$ cat src/rtl/decoded_bit_register.sv
// decoded_bit_register
// Output-side frame buffer for the semi-parallel SC decoder. Captures the
// hard-decision bits u_hat written one per cycle during a frame, forces
// frozen positions to zero, optionally compacts the K information bits, and
// presents the frame on a valid/ready handshake.
//
// Build option: define DECODED_INFO_EXTRACT_EN to build the EXTRACT state,
// its index/info counters and the info register. Without it, COLLECT goes
// straight to HOLD on decoder_done and info_bits is tied to zero.
module decoded_bit_register #(
  parameter int                  n           = 3,
  parameter int                  K           = 4,
  parameter logic [(2**n)-1:0]   FROZEN_MASK = 8'b0001_0111
) (
  input  logic                clk,
  input  logic                rst_n,
  input  logic                decoder_busy,
  input  logic                decoder_done,
  input  logic                u_hat_wr_en,
  input  logic [n-1:0]        u_hat_address,
  input  logic                u_hat,
  input  logic                dout_ready,
  output logic [(2**n)-1:0]   dout,
  output logic [K-1:0]        info_bits,
  output logic                dout_valid,
  output logic                output_register_ready,
  output logic                overrun
);

  localparam int N = 2**n;

  localparam logic [1:0] S_IDLE    = 2'd0;
  localparam logic [1:0] S_COLLECT = 2'd1;
`ifdef DECODED_INFO_EXTRACT_EN
  localparam logic [1:0] S_EXTRACT = 2'd2;
`endif
  localparam logic [1:0] S_HOLD    = 2'd3;

  logic [1:0]   state;
  logic [N-1:0] u_reg;
  logic         busy_d;
  logic         busy_rise;
  logic         frame_start;
  logic         extract_or_hold;

`ifdef DECODED_INFO_EXTRACT_EN
  localparam int               KPW    = $clog2(K + 1);
  localparam logic [n:0]       I_LAST = (n+1)'(N - 1);
  localparam logic [KPW-1:0]   K_MAX  = KPW'(K);

  logic [n:0]     i_cnt;
  logic [n-1:0]   i_idx;
  logic [KPW-1:0] k_cnt;
  logic [K-1:0]   info_reg;

  // Info pointer advances by one but never past K, so surplus non-frozen
  // positions are skipped rather than wrapping onto earlier info bits.
  function automatic logic [KPW-1:0] k_sat_inc(input logic [KPW-1:0] k);
    if (k >= K_MAX) return K_MAX;
    return k + 1'b1;
  endfunction

  assign i_idx = i_cnt[n-1:0];
`endif

  // A new frame begins on the edge where IDLE samples decoder_busy high.
  assign frame_start = (state == S_IDLE) && decoder_busy;
  assign busy_rise   = decoder_busy && !busy_d;

`ifdef DECODED_INFO_EXTRACT_EN
  assign extract_or_hold = (state == S_EXTRACT) || (state == S_HOLD);
`else
  assign extract_or_hold = (state == S_HOLD);
`endif

  // Frame state machine and extraction counters.
  always_ff @(posedge clk or negedge rst_n) begin
    if (!rst_n) begin
      state <= S_IDLE;
`ifdef DECODED_INFO_EXTRACT_EN
      i_cnt <= '0;
      k_cnt <= '0;
`endif
    end else begin
      case (state)
        S_IDLE: begin
          if (decoder_busy) state <= S_COLLECT;
        end
        S_COLLECT: begin
          if (decoder_done) begin
`ifdef DECODED_INFO_EXTRACT_EN
            state <= S_EXTRACT;
            i_cnt <= '0;
            k_cnt <= '0;
`else
            state <= S_HOLD;
`endif
          end
        end
`ifdef DECODED_INFO_EXTRACT_EN
        S_EXTRACT: begin
          if (!FROZEN_MASK[i_idx]) k_cnt <= k_sat_inc(k_cnt);
          if (i_cnt == I_LAST) state <= S_HOLD;
          else                 i_cnt <= i_cnt + 1'b1;
        end
`endif
        S_HOLD: begin
          if (dout_ready) state <= S_IDLE;
        end
        default: state <= S_IDLE;
      endcase
    end
  end

  // Decided-bit register: cleared at frame start, written only in COLLECT,
  // frozen positions always stored as zero.
  always_ff @(posedge clk or negedge rst_n) begin
    if (!rst_n) begin
      u_reg <= '0;
    end else if (frame_start) begin
      u_reg <= '0;
    end else if ((state == S_COLLECT) && u_hat_wr_en) begin
      u_reg[u_hat_address] <= u_hat & ~FROZEN_MASK[u_hat_address];
    end
  end

`ifdef DECODED_INFO_EXTRACT_EN
  // Info register: compacts non-frozen bits in index order, lowest first.
  always_ff @(posedge clk or negedge rst_n) begin
    if (!rst_n) begin
      info_reg <= '0;
    end else if (frame_start) begin
      info_reg <= '0;
    end else if ((state == S_EXTRACT) && !FROZEN_MASK[i_idx] && (k_cnt < K_MAX)) begin
      for (int j = 0; j < K; j++) begin
        if (k_cnt == KPW'(j)) info_reg[j] <= u_reg[i_idx];
      end
    end
  end

  assign info_bits = info_reg;
`else
  assign info_bits = '0;
`endif

  // Sticky overrun flag: a frame start (busy rising) while still draining.
  always_ff @(posedge clk or negedge rst_n) begin
    if (!rst_n) begin
      busy_d  <= 1'b0;
      overrun <= 1'b0;
    end else begin
      busy_d <= decoder_busy;
      if (busy_rise && extract_or_hold) overrun <= 1'b1;
    end
  end

  assign dout                  = u_reg;
  assign dout_valid            = (state == S_HOLD);
  assign output_register_ready = (state == S_IDLE);

endmodule

$ cat config.mk
export PLATFORM = sky130hd
export DESIGN_NAME = decoded_bit_register
export DESIGN_NICKNAME = d
export VERILOG_FILES = /design/src/rtl/decoded_bit_register.sv
export SDC_FILE = /design/constraint.sdc
export NUM_CORES = 1
export LEC_CHECK = 0
export CORE_MARGIN = 4
export CORE_UTILIZATION = 45
export CTS_BUF_LIST = sky130_fd_sc_hd__clkbuf_4 sky130_fd_sc_hd__clkbuf_8
export CTS_CLUSTER_SIZE = 25
export DETAILED_ROUTE_END_ITERATION = 7
export PLACE_DENSITY = 0.84
export SLEW_MARGIN = 5
export SYNTH_ARGS = -nofsm -noshare
export SYNTH_HDL_FRONTEND = slang
export SYNTH_SLANG_ARGS = --single-unit
$ cat constraint.sdc
create_clock -name clk -period 2.55 [get_ports clk]
set_clock_uncertainty 0.2 [all_clocks]
set_input_delay 0.6375 -clock clk [delete_from_list [all_inputs] [get_ports clk]]
set_output_delay 0.6375 -clock clk [all_outputs]
set_load 0.005 [all_outputs]
==> results_dict.tcl <==
set metrics [dict create \
    status "finished clean" \
    syn_inst 56 \
    ys_ff_latch 12 \
    grt_pass1_vias 447 \
    io_buffers 20 \
    antenna_found_initial 0 \
    setup_viol 0 \
    cp_max_fo 9 \
    synth_simple_gate_area_share_pct 22.6 \
    worst_pin_slew_ps 531 \
    synth_area_leaders "dfrtp_1, nand2_1, mux2i_1, buf_4, buf_6" \
    grt_pass1_wl_mm 1.83 \
    num_rows 12 \
    worst-setup-path-type "flip-flop to output pin" \
    start_kind "flip-flop" \
    cts-hold-fix-buffers 0 \
    critPathRequiredTime_ps 1710 \
    initial_core_util_pct 50.5 \
    powerDensity_mw_per_mm2 673 \
    ant_nets 0 \
    yosys_warnings 0 \
    rsz0062_at_grt "no" \
    gp_congestion 0.713 \
    layout_commonest_cell "clkdlybuf4s50_1" \
    critPathArrivalTime_ps 1440 \
    synth_top_area_cell "dfrtp_1" \
    timing.fmax_ghz 0.439 \
    hold_viol 0 \
    dr.first_iter.drc_count 2 \
    hold_end "overrun$_DFFE_PN0P_" \
    synth_fa_ha_area_share_pct 0 \
    fillers 101 \
    vdd_drop_max_mv 0.443 \
    numCtsBuffers 3 \
    grt_max_degree 13 \
    hold_depth 1 \
    clock-sinks 12 \
    coreArea_sq_mm 0.00117 \
    final_cell_area_sq_um 805 \
    synth_mux_area_share_pct 5.07 \
    avgSynthCellArea_sq_um 10.6 \
    final_cell_mix "clkdlybuf4s50_1, dfrtp_1, nand2_1" \
    endpoint_kind "output pin" \
    synth_area_sq_um 592 \
    htreeDepth 1 \
    worstReg2RegEnd "dout[7]$_DFFE_PN0P_" \
    maxCapViolCount 0 \
    hp-class "flip-flop to flip-flop" \
    cts_buffer_depth 2 \
    cts_setup_buffers 0 \
    nNetsFinal 88 \
    hp-start "overrun$_DFFE_PN0P_" \
    path_clk_slew_ps 80 \
    synth_top_family_by_area "simple AND/OR/NAND/NOR gates" \
    die_h_um 44.3 \
    drc 0 \
    synth.top_cell.area_share_pct 50.7 \
    fin_crit_ps 2280 \
    synth-xor-area-share_pct 0 \
    diodes 0 \
    finalCritPeriodShare_pct 89.4 \
    via_per_inst 4.95 \
    r2r_slack_ps 1050 \
    clkLatencyLatePin_ps 270 \
    drtPass1Iterations 4 \
    ctsResizeCount 0 \
    dieWidth_um 44.3 \
    die-area_sq_mm 0.00196 \
    placed_area_sq_um 768 \
    hpwl_um 824 \
    cts_tree "yes" \
    layoutNonFillerInstCount 91 \
    vias 450 \
    yosysUniqueCellTypes 21 \
    setup_tns_ps 0 \
    yosysSeqAreaShare_pct 50.7 \
    slew_viol_final 0 \
    slew_headroom_pct 64.5 \
    grt_usage_pct 13.2 \
    power_leakage_nw 0.372 \
    wl_mm 1.10 \
    wl_per_cell_um 12.1 \
    clockRootBuffer "clkbuf_4" \
    io_pins 25 \
    synth_compound_area_share_pct 10.1 \
    reg2regPathDepth 3 \
    r2r-start "state[1]$_DFFE_PN0P_" \
    overflow 0 \
    drive_gt1_share_pct 10.4 \
    layout-area-overhead-vs-synth_pct 35.9 \
    post-place-cells 87 \
]
report_power, final:
group | internal (mW) | switching, mW | total [mW]
Sequential | 0.218 | 0.0298 | 0.247
Clock | 0.0867 | 0.0613 | 0.148
Combinational | 0.0918 | 0.0542 | 0.146
Total | 0.396 | 0.145 | 0.541
synthesized netlist by cell type:
cell / instances
a21oi_1: 2
a31o_2: 1
and2_2: 1
and4b_2: 1
and4bb_2: 1
buf_4: 4
buf_6: 2
conb_1: 1
dfrtp_1: 12
inv_1: 3
mux2i_1: 3
nand2_1: 10
nand4_1: 2
nand4b_1: 1
nand4bb_1: 1
nor2_1: 3
nor2b_1: 2
o211ai_1: 2
o22ai_1: 1
o311a_1: 2
or3b_1: 1
routing by layer:
layer	up-vias	global-route usage (%)	wire length, um
li1	233	-	-
met1	197	17.0	524
met2	18	19.2	463
met3	2	2.44	92
met4	0	10.8	18
met5	-	0	0
logic make-up (layout without fill, tap and decap cells):
kind of cell	Yosys count	in the layout
AND/OR/NAND/NOR	23	23
other	1	4
buffers and inverters	9	27
flip-flops	12	12
AO/OA/AOI/OAI	8	8
multiplexers	3	3
cell type report:
cell class / count / area [sq um] / area share (%)
tap: 14 / 17.5 / 2.18
inverter: 3 / 11.3 / 1.40
sequential: 12 / 300 / 37.3
multi-input combinational: 38 / 239 / 29.7
clock buffer: 4 / 36.3 / 4.51
timing repair buffer: 20 / 200 / 24.9
through the flow:
| stage | worst slack [ps] | hold slack, ps | util (%) | total power, mW |
|---|---|---|---|---|
| floorplan | 986 | 142 | - | 0.330 |
| global placement | 412 | 250 | 65.6 | 0.396 |
| detailed placement | 380 | 257 | 65.6 | 0.398 |
| CTS | 270 | 274 | 68.7 | 0.550 |
| global route | 205 | 298 | 68.7 | 0.577 |
| finish | 271 | 268 | 68.7 | 0.541 |
critical path, cell delays in order, from the launching register on:
cell	delay, ps
dfrtp_1	480
and2_2	200
clkdlybuf4s50_1	490
sequential cells by signal, summed over array words and instances, names as in the netlist:
signal / cells
dout: 8
busy_d: 1
overrun: 1
state: 2
how the worst max path moves through the flow:
stage	startpoint	depth (start not counted)	endpoint	slack, ps
global placement	decoder_busy	4	dout[3]$_DFFE_PN0P_	410
CTS	state[1]$_DFFE_PN0P_	2	dout_valid	270
floorplan	decoder_busy	4	dout[6]$_DFFE_PN0P_	990
finish	state[1]$_DFFE_PN0P_	2	dout_valid	270
detailed placement	decoder_busy	4	dout[6]$_DFFE_PN0P_	380
global route	state[0]$_DFFE_PN0P_	2	dout_valid	200
(Power assumes the default switching activity.)
